===== src/rtl/sr_drive_ctrl.sv =====
// sr_drive_ctrl: debounced push-button to one-cycle S/R pulses for sr_ff,
// with feedback verification and a sticky mismatch flag.
module sr_drive_ctrl #(
  parameter int DEBOUNCE_CYCLES = 4,
  parameter int CNT_W           = 8
) (
  input  logic             clk,
  input  logic             rst_n,
  input  logic             btn_in,
  input  logic             clr_in,
  input  logic             q_fb_in,
  output logic             s_out,
  output logic             r_out,
  output logic             busy_out,
  output logic [CNT_W-1:0] press_cnt_out,
  output logic             err_out
);

  localparam int DB_W = (DEBOUNCE_CYCLES > 2) ?
                        $clog2(DEBOUNCE_CYCLES) : 1;
  localparam logic [DB_W-1:0] DB_MAX = DB_W'(DEBOUNCE_CYCLES - 1);

  typedef enum logic [1:0] {
    IDLE,
    DRIVE,
    VERIFY
  } state_t;

  state_t           state, state_nxt;
  logic [1:0]       sync_q;
  logic             btn_sync;
  logic             btn_db;
  logic [DB_W-1:0]  db_cnt;
  logic             press_evt;
  logic             tgt, tgt_nxt;
  logic             s_nxt, r_nxt, busy_nxt;
  logic             err_nxt;
  logic [CNT_W-1:0] cnt_nxt;

  assign btn_sync = sync_q[1];

  always_ff @(posedge clk or negedge rst_n) begin
    if (!rst_n) begin
      sync_q <= '0;
    end else begin
      sync_q <= {sync_q[0], btn_in};
    end
  end

  // Any reversion of btn_sync restarts the stability count.
  always_ff @(posedge clk or negedge rst_n) begin
    if (!rst_n) begin
      btn_db <= 1'b0;
      db_cnt <= '0;
    end else if (btn_sync == btn_db) begin
      db_cnt <= '0;
    end else if (db_cnt == DB_MAX) begin
      btn_db <= btn_sync;
      db_cnt <= '0;
    end else begin
      db_cnt <= db_cnt + 1'b1;
    end
  end

  assign press_evt = btn_sync & ~btn_db & (db_cnt == DB_MAX);

  always_comb begin
    state_nxt = state;
    s_nxt     = 1'b0;
    r_nxt     = 1'b0;
    busy_nxt  = 1'b0;
    tgt_nxt   = tgt;
    err_nxt   = err_out;
    cnt_nxt   = press_cnt_out;
    unique case (state)
      IDLE: begin
        if (clr_in) begin
          state_nxt = DRIVE;
          busy_nxt  = 1'b1;
          r_nxt     = 1'b1;
          tgt_nxt   = 1'b0;
          err_nxt   = 1'b0;
        end else if (press_evt) begin
          state_nxt = DRIVE;
          busy_nxt  = 1'b1;
          cnt_nxt   = press_cnt_out + CNT_W'(1);
          s_nxt     = ~q_fb_in;
          r_nxt     = q_fb_in;
          tgt_nxt   = ~q_fb_in;
        end
      end
      DRIVE: begin
        state_nxt = VERIFY;
        busy_nxt  = 1'b1;
      end
      VERIFY: begin
        state_nxt = IDLE;
        if (q_fb_in != tgt) begin
          err_nxt = 1'b1;
        end
      end
      default: begin
        state_nxt = IDLE;
      end
    endcase
  end

  always_ff @(posedge clk or negedge rst_n) begin
    if (!rst_n) begin
      state         <= IDLE;
      s_out         <= 1'b0;
      r_out         <= 1'b0;
      busy_out      <= 1'b0;
      tgt           <= 1'b0;
      err_out       <= 1'b0;
      press_cnt_out <= '0;
    end else begin
      state         <= state_nxt;
      s_out         <= s_nxt;
      r_out         <= r_nxt;
      busy_out      <= busy_nxt;
      tgt           <= tgt_nxt;
      err_out       <= err_nxt;
      press_cnt_out <= cnt_nxt;
    end
  end

endmodule


===== config.mk =====
export PLATFORM = sky130hd
export DESIGN_NAME = sr_drive_ctrl
export DESIGN_NICKNAME = d
export VERILOG_FILES = /design/src/rtl/sr_drive_ctrl.sv
export SDC_FILE = /design/constraint.sdc
export NUM_CORES = 1
export LEC_CHECK = 0
export ABC_AREA = 0
export CORE_MARGIN = 5
export CORE_UTILIZATION = 52
export DETAILED_ROUTE_END_ITERATION = 6
export GPL_ROUTABILITY_DRIVEN = 0
export GPL_TIMING_DRIVEN = 0
export PLACE_DENSITY = 0.77
export SYNTH_ARGS = -nofsm -noshare
export SYNTH_HDL_FRONTEND = slang
export SYNTH_SLANG_ARGS = --single-unit

===== constraint.sdc =====
create_clock -name clk -period 3.3 [get_ports clk]
set_clock_uncertainty 0.05 [all_clocks]
set_input_delay 0.495 -clock clk [delete_from_list [all_inputs] [get_ports clk]]
set_output_delay 0.495 -clock clk [all_outputs]
set_load 0.005 [all_outputs]

Word level (Yosys, flattened, before mapping). Index checks and enable logic that the tools add are counted.

Register bits: 20. Bits in latches: 0. Bits in writable memories: 0. ROM bits: 0. Input port bits: 5. Output and inout bits: 12. Memories: 0.

$add $sub $neg: 2. $mul: 0. Div/mod/pow operators: 0. Magnitude comparators: 0. Equality and inequality tests: 8. Shift-type cells: 0. Mux-type cells: 19. Bitwise logic cells: 6. Reductions and logical operators: 7.

Operators with widths (count): $mux 1 (12); $add 8x1->8 const B (1); $mux 2 (4); $reduce_and 3->1 (2); $eq 2x2->1 const B (2); $ne 2x2->1 const B (2); $not 1->1 (4); $pmux 1 s2 (2); $pmux 2 s2 (1); $reduce_and 2->1 (2); $reduce_bool 2->1 (2); $ne 3x3->1 const B (1); $add 2x1->2 const B (1); $and 1x1->1 (2); $eq 2x1->1 const B (1); $logic_not 2->1 (1); $eq 1x1->1 (1); $ne 1x1->1 (1).

Longest topological paths before layout.
Depth in word-level cells: 6. Depth in mapped cells: 6.

Worst setup path before layout. No wires, ideal clock.

Path kind: flip-flop to flip-flop. From: register db_cnt[0]. To: register press_cnt_out[1]. Arrival time: 1.318 ns. Required time: 3.125 ns. Path slack: 1.807 ns. Stages on the path, launching flop included: 6. Clock period less this slack: 1.493 ns. Cells stage by stage: dfrtp_1 ha_1 nand4bb_1 buf_6 nor2_1 mux2_2.

Word-level cells in the longest chain between the ends: 3.

RTL lines: start, declared (line 33) `logic [DB_W-1:0] db_cnt;`; start signal, assigned (line 61) `db_cnt <= db_cnt + 1'b1;`; $eq 2x2->1 (line 65) `assign press_evt = btn_sync & ~btn_db & (db_cnt == DB_MAX);`; $and 1x1->1 (line 65); $reduce_and 3->1 (no line); end signal, assigned (line 124) `press_cnt_out <= cnt_nxt;`; end, declared (line 15) `output logic [CNT_W-1:0] press_cnt_out,`.

Every way passes these cells. A chain may end at the register's enable or synchronous reset.

Worst setup path after layout.
From: register press_cnt_out[0]. To: output port press_cnt_out[0].

No word-level cell between the ends.

==> results.toml <==
[power]
p_leak_nw = 0.5841
power.switching_mw = 0.1658
power_frac_seq_pct = 52.6
p_int_mw = 0.4330
clkPwrFrac_pct = 22.9
p_per_area_nw_per_um2 = 553.2
p_comb_share_pct = 24.5
peakVddDrop_mv = 0.3755
switching_share_pct = 27.69

[floorplan]
dieArea_um2 = 2581
fp.coreArea_um2 = 1541
fp.dieW_um = 50.81
start_util_pct = 56.17
io_pins = 17
dieHeight_um = 50.81
rows = 14

[global_routing]
grt_pass1_wl_mm = 2.725
antenna_found_initial = 0
track_usage_pct = 13.94
grt_pass1_vias = 603
grt_start_max_net_pins = 21
grt_overflow = 0

[cells_and_area]
fin_cells = 104
post-route-util_pct = 70.21
nFillCells = 121
fin_nets = 97
diodes = 0
area_delta_synth_final_pct = 25.00
multi_input_area_um2 = 334.1
ff_latch_area_um2 = 500.5
drive_above_1_share_pct = 13.64

[setup_path]
arrival_ns = 1.30
r2r_cells = 5
r2r_end = "press_cnt_out[1]$_DFFE_PN0P_"
path_cells = "clkdlybuf4s50_1"
endpoint = "press_cnt_out[0]"
worstReg2RegStart = "db_cnt[0]$_DFF_PN0_"
crit_fanout = 4
regToRegSetupSlack_ns = 1.70
worstSetupStartpointType = "register"
cp.required_ns = 2.75
cp.depth = 1
critical_path_buf_inv_count = 1
cp_top_family = "buffers and inverters"
critPathCaptureType = "output port"
critical_path_class = "register to output port"
slowest_stage = "clkdlybuf4s50_1"
cp_slowest_stage_delay_ns = 0.55
crit_start = "press_cnt_out[0]$_DFFE_PN0P_"

[yosys]
synth_area_um2 = 865.8
ys_seq_elements = 20
yosysWarnings = 0
yosysSeqAreaShare_pct = 57.80
syn_inst = 68
synth_cell_types = 22
synth.avg_cell_area_um2 = 12.73
syn_nets = 76

[timing]
worst_pin_slew_ns = 0.8561
tns_ns = 0
final-setup-viol-count = 0
hold_viol_final = 0
post-route-min-period_ns = 1.844
slew_violations = 0
fmax_ghz = 0.5422
fin_crit_sh_pct = 55.89
rsz0062_at_grt = "false"
relSlewSlack_pct = 42.75

[drt]
ant_nets = 0
initialDrtViolationCount = 4
vias = 554
wl_mm = 1.393
wire_per_inst_um = 13.39
drc = 0
viasPerCell = 5.327
drt-pass1-iter-count = 4

[clock_tree]
cts.htree.levels = 1
clk_latency_ns = 0.29
cts_tree = "built"
cts_root_buffer = "clkbuf_4"
hold_buffers = 0
clk_pin_slew_ns = 0.11
clockBufferDepth = 2
post-cts-setup-buffers = 0
numCtsBuffers = 3
ctsResizeCount = 0
cts.sinks = 20

[outcome]
status = "finished, final reports clean"

[placement]
dpl.hpwl_mm = 1.073
dp.cells = 100
io_buffers = 16

[flow_run]
cap_violations = 0

[hold_path]
holdCritPathClass = "register to register"
## cell families after synthesis
family | after synthesis | synth area share, %
simple gates | 23 | 19.80
flops | 20 | 57.80
xor+xnor | 8 | 8.093
compound gates | 7 | 5.059
buf+inv | 6 | 3.612
fa+ha+maj | 3 | 4.336
mux | 1 | 1.300
## how the worst min path moves through the flow
| stage | end | slack (ns) | cells after the start | startpoint |
|---|---|---|---|---|
| after floorplan | btn_db$_DFFE_PN0P_ | 0.15 | 0 | rst_n |
| after global placement | sync_q[1]$_DFF_PN0_ | 0.29 | 0 | sync_q[0]$_DFF_PN0_ |
| after detailed placement | sync_q[1]$_DFF_PN0_ | 0.30 | 0 | sync_q[0]$_DFF_PN0_ |
| after CTS | sync_q[1]$_DFF_PN0_ | 0.34 | 0 | sync_q[0]$_DFF_PN0_ |
| after global routing | sync_q[1]$_DFF_PN0_ | 0.35 | 0 | sync_q[0]$_DFF_PN0_ |
| final | sync_q[1]$_DFF_PN0_ | 0.33 | 0 | sync_q[0]$_DFF_PN0_ |
## area by class of cell
| type | count | share of cell area, % |
|---|---|---|
| Sequential cell | 20 | 46.24 |
| Multi-Input combinational cell | 42 | 30.87 |
| Timing Repair Buffer | 16 | 14.80 |
| Clock buffer | 4 | 3.353 |
| Tap cell | 16 | 1.850 |
| Buffer | 2 | 1.503 |
| Inverter | 4 | 1.387 |
## per-layer routing
layer,vias up,part of all wire (%),routed length [µm],track usage (%)
met4,0,1.4,20,6.383
li1,272,-,-,-
met1,262,44,612,18.27
met5,-,0,0,0
met2,18,46,646,21.49
met3,2,8.2,114,3.550
## flip-flops by register name, summed over array words and instances (netlist names)
signal / count
btn_db: 1
busy_out: 1
db_cnt: 2
err_out: 1
press_cnt_out: 8
r_out: 1
s_out: 1
state: 2
sync_q: 2
tgt: 1
## layout by cell type (no fill, tap or decap), drive strengths merged
master and count:
nor3 4, a211oi 1, mux2 1, nor2 7
a31o 1, a21o 1, nand2 3, inv 4
nor3b 1, dfrtp 20, or3 1, clkbuf 4
ha 3, buf 2, nand3 1, nand2b 1
a21oi 4, nand4b 1, nor2b 1, clkdlybuf4s50 16
xor2 8, nand4bb 1, nor4 2
## metrics by stage
step | setup WS (ns) | hold slack, ns | cell area (µm²) | power, mW
global placement | 1.263 | 0.2870 | 1046 | 0.4605
floorplan | 1.807 | 0.1494 | 865.8 | 0.4009
CTS | 1.438 | 0.3355 | 1082 | 0.6079
global route | 1.393 | 0.3523 | 1082 | 0.6450
finish | 1.456 | 0.3298 | 1082 | 0.5987
detailed placement | 1.224 | 0.3022 | 1046 | 0.4699
## power groups by stage
stage               combinational (mW)  sequential [mW]  clock [mW]
finish                           0.146            0.315       0.137
global route                     0.170            0.322       0.153
CTS                              0.150            0.316       0.142
detailed placement               0.150            0.320           0
global placement                 0.143            0.318           0
floorplan                       0.0841            0.317           0
## worst reg2reg max path, cell delays in order, from the launching register on
cell and delay [ns]:
dfrtp_1 0.37, ha_1 0.26, nand4bb_1 0.14, buf_6 0.16, nor2_1 0.16, mux2_2 0.35
## cell usage after synthesis
library cell,instances,area [µm²]
a211oi_1,1,7.510
nor3_1,4,20.02
buf_6,1,11.26
a21o_1,1,7.510
nand2b_1,1,6.260
nor4_4,2,42.54
buf_2,1,5.000
inv_1,4,15.01
a31o_2,1,8.760
nand4bb_1,1,11.26
dfrtp_1,20,500.5
ha_1,3,37.54
mux2_2,1,11.26
a21oi_1,4,20.02
nor2_1,7,26.28
nand3_1,1,5.000
or3_1,1,6.260
nor2b_1,1,6.260
xor2_1,8,70.07
nand4b_4,1,23.77
nor3b_2,1,12.51
nand2_1,3,11.26
(Power assumes the default switching activity.)
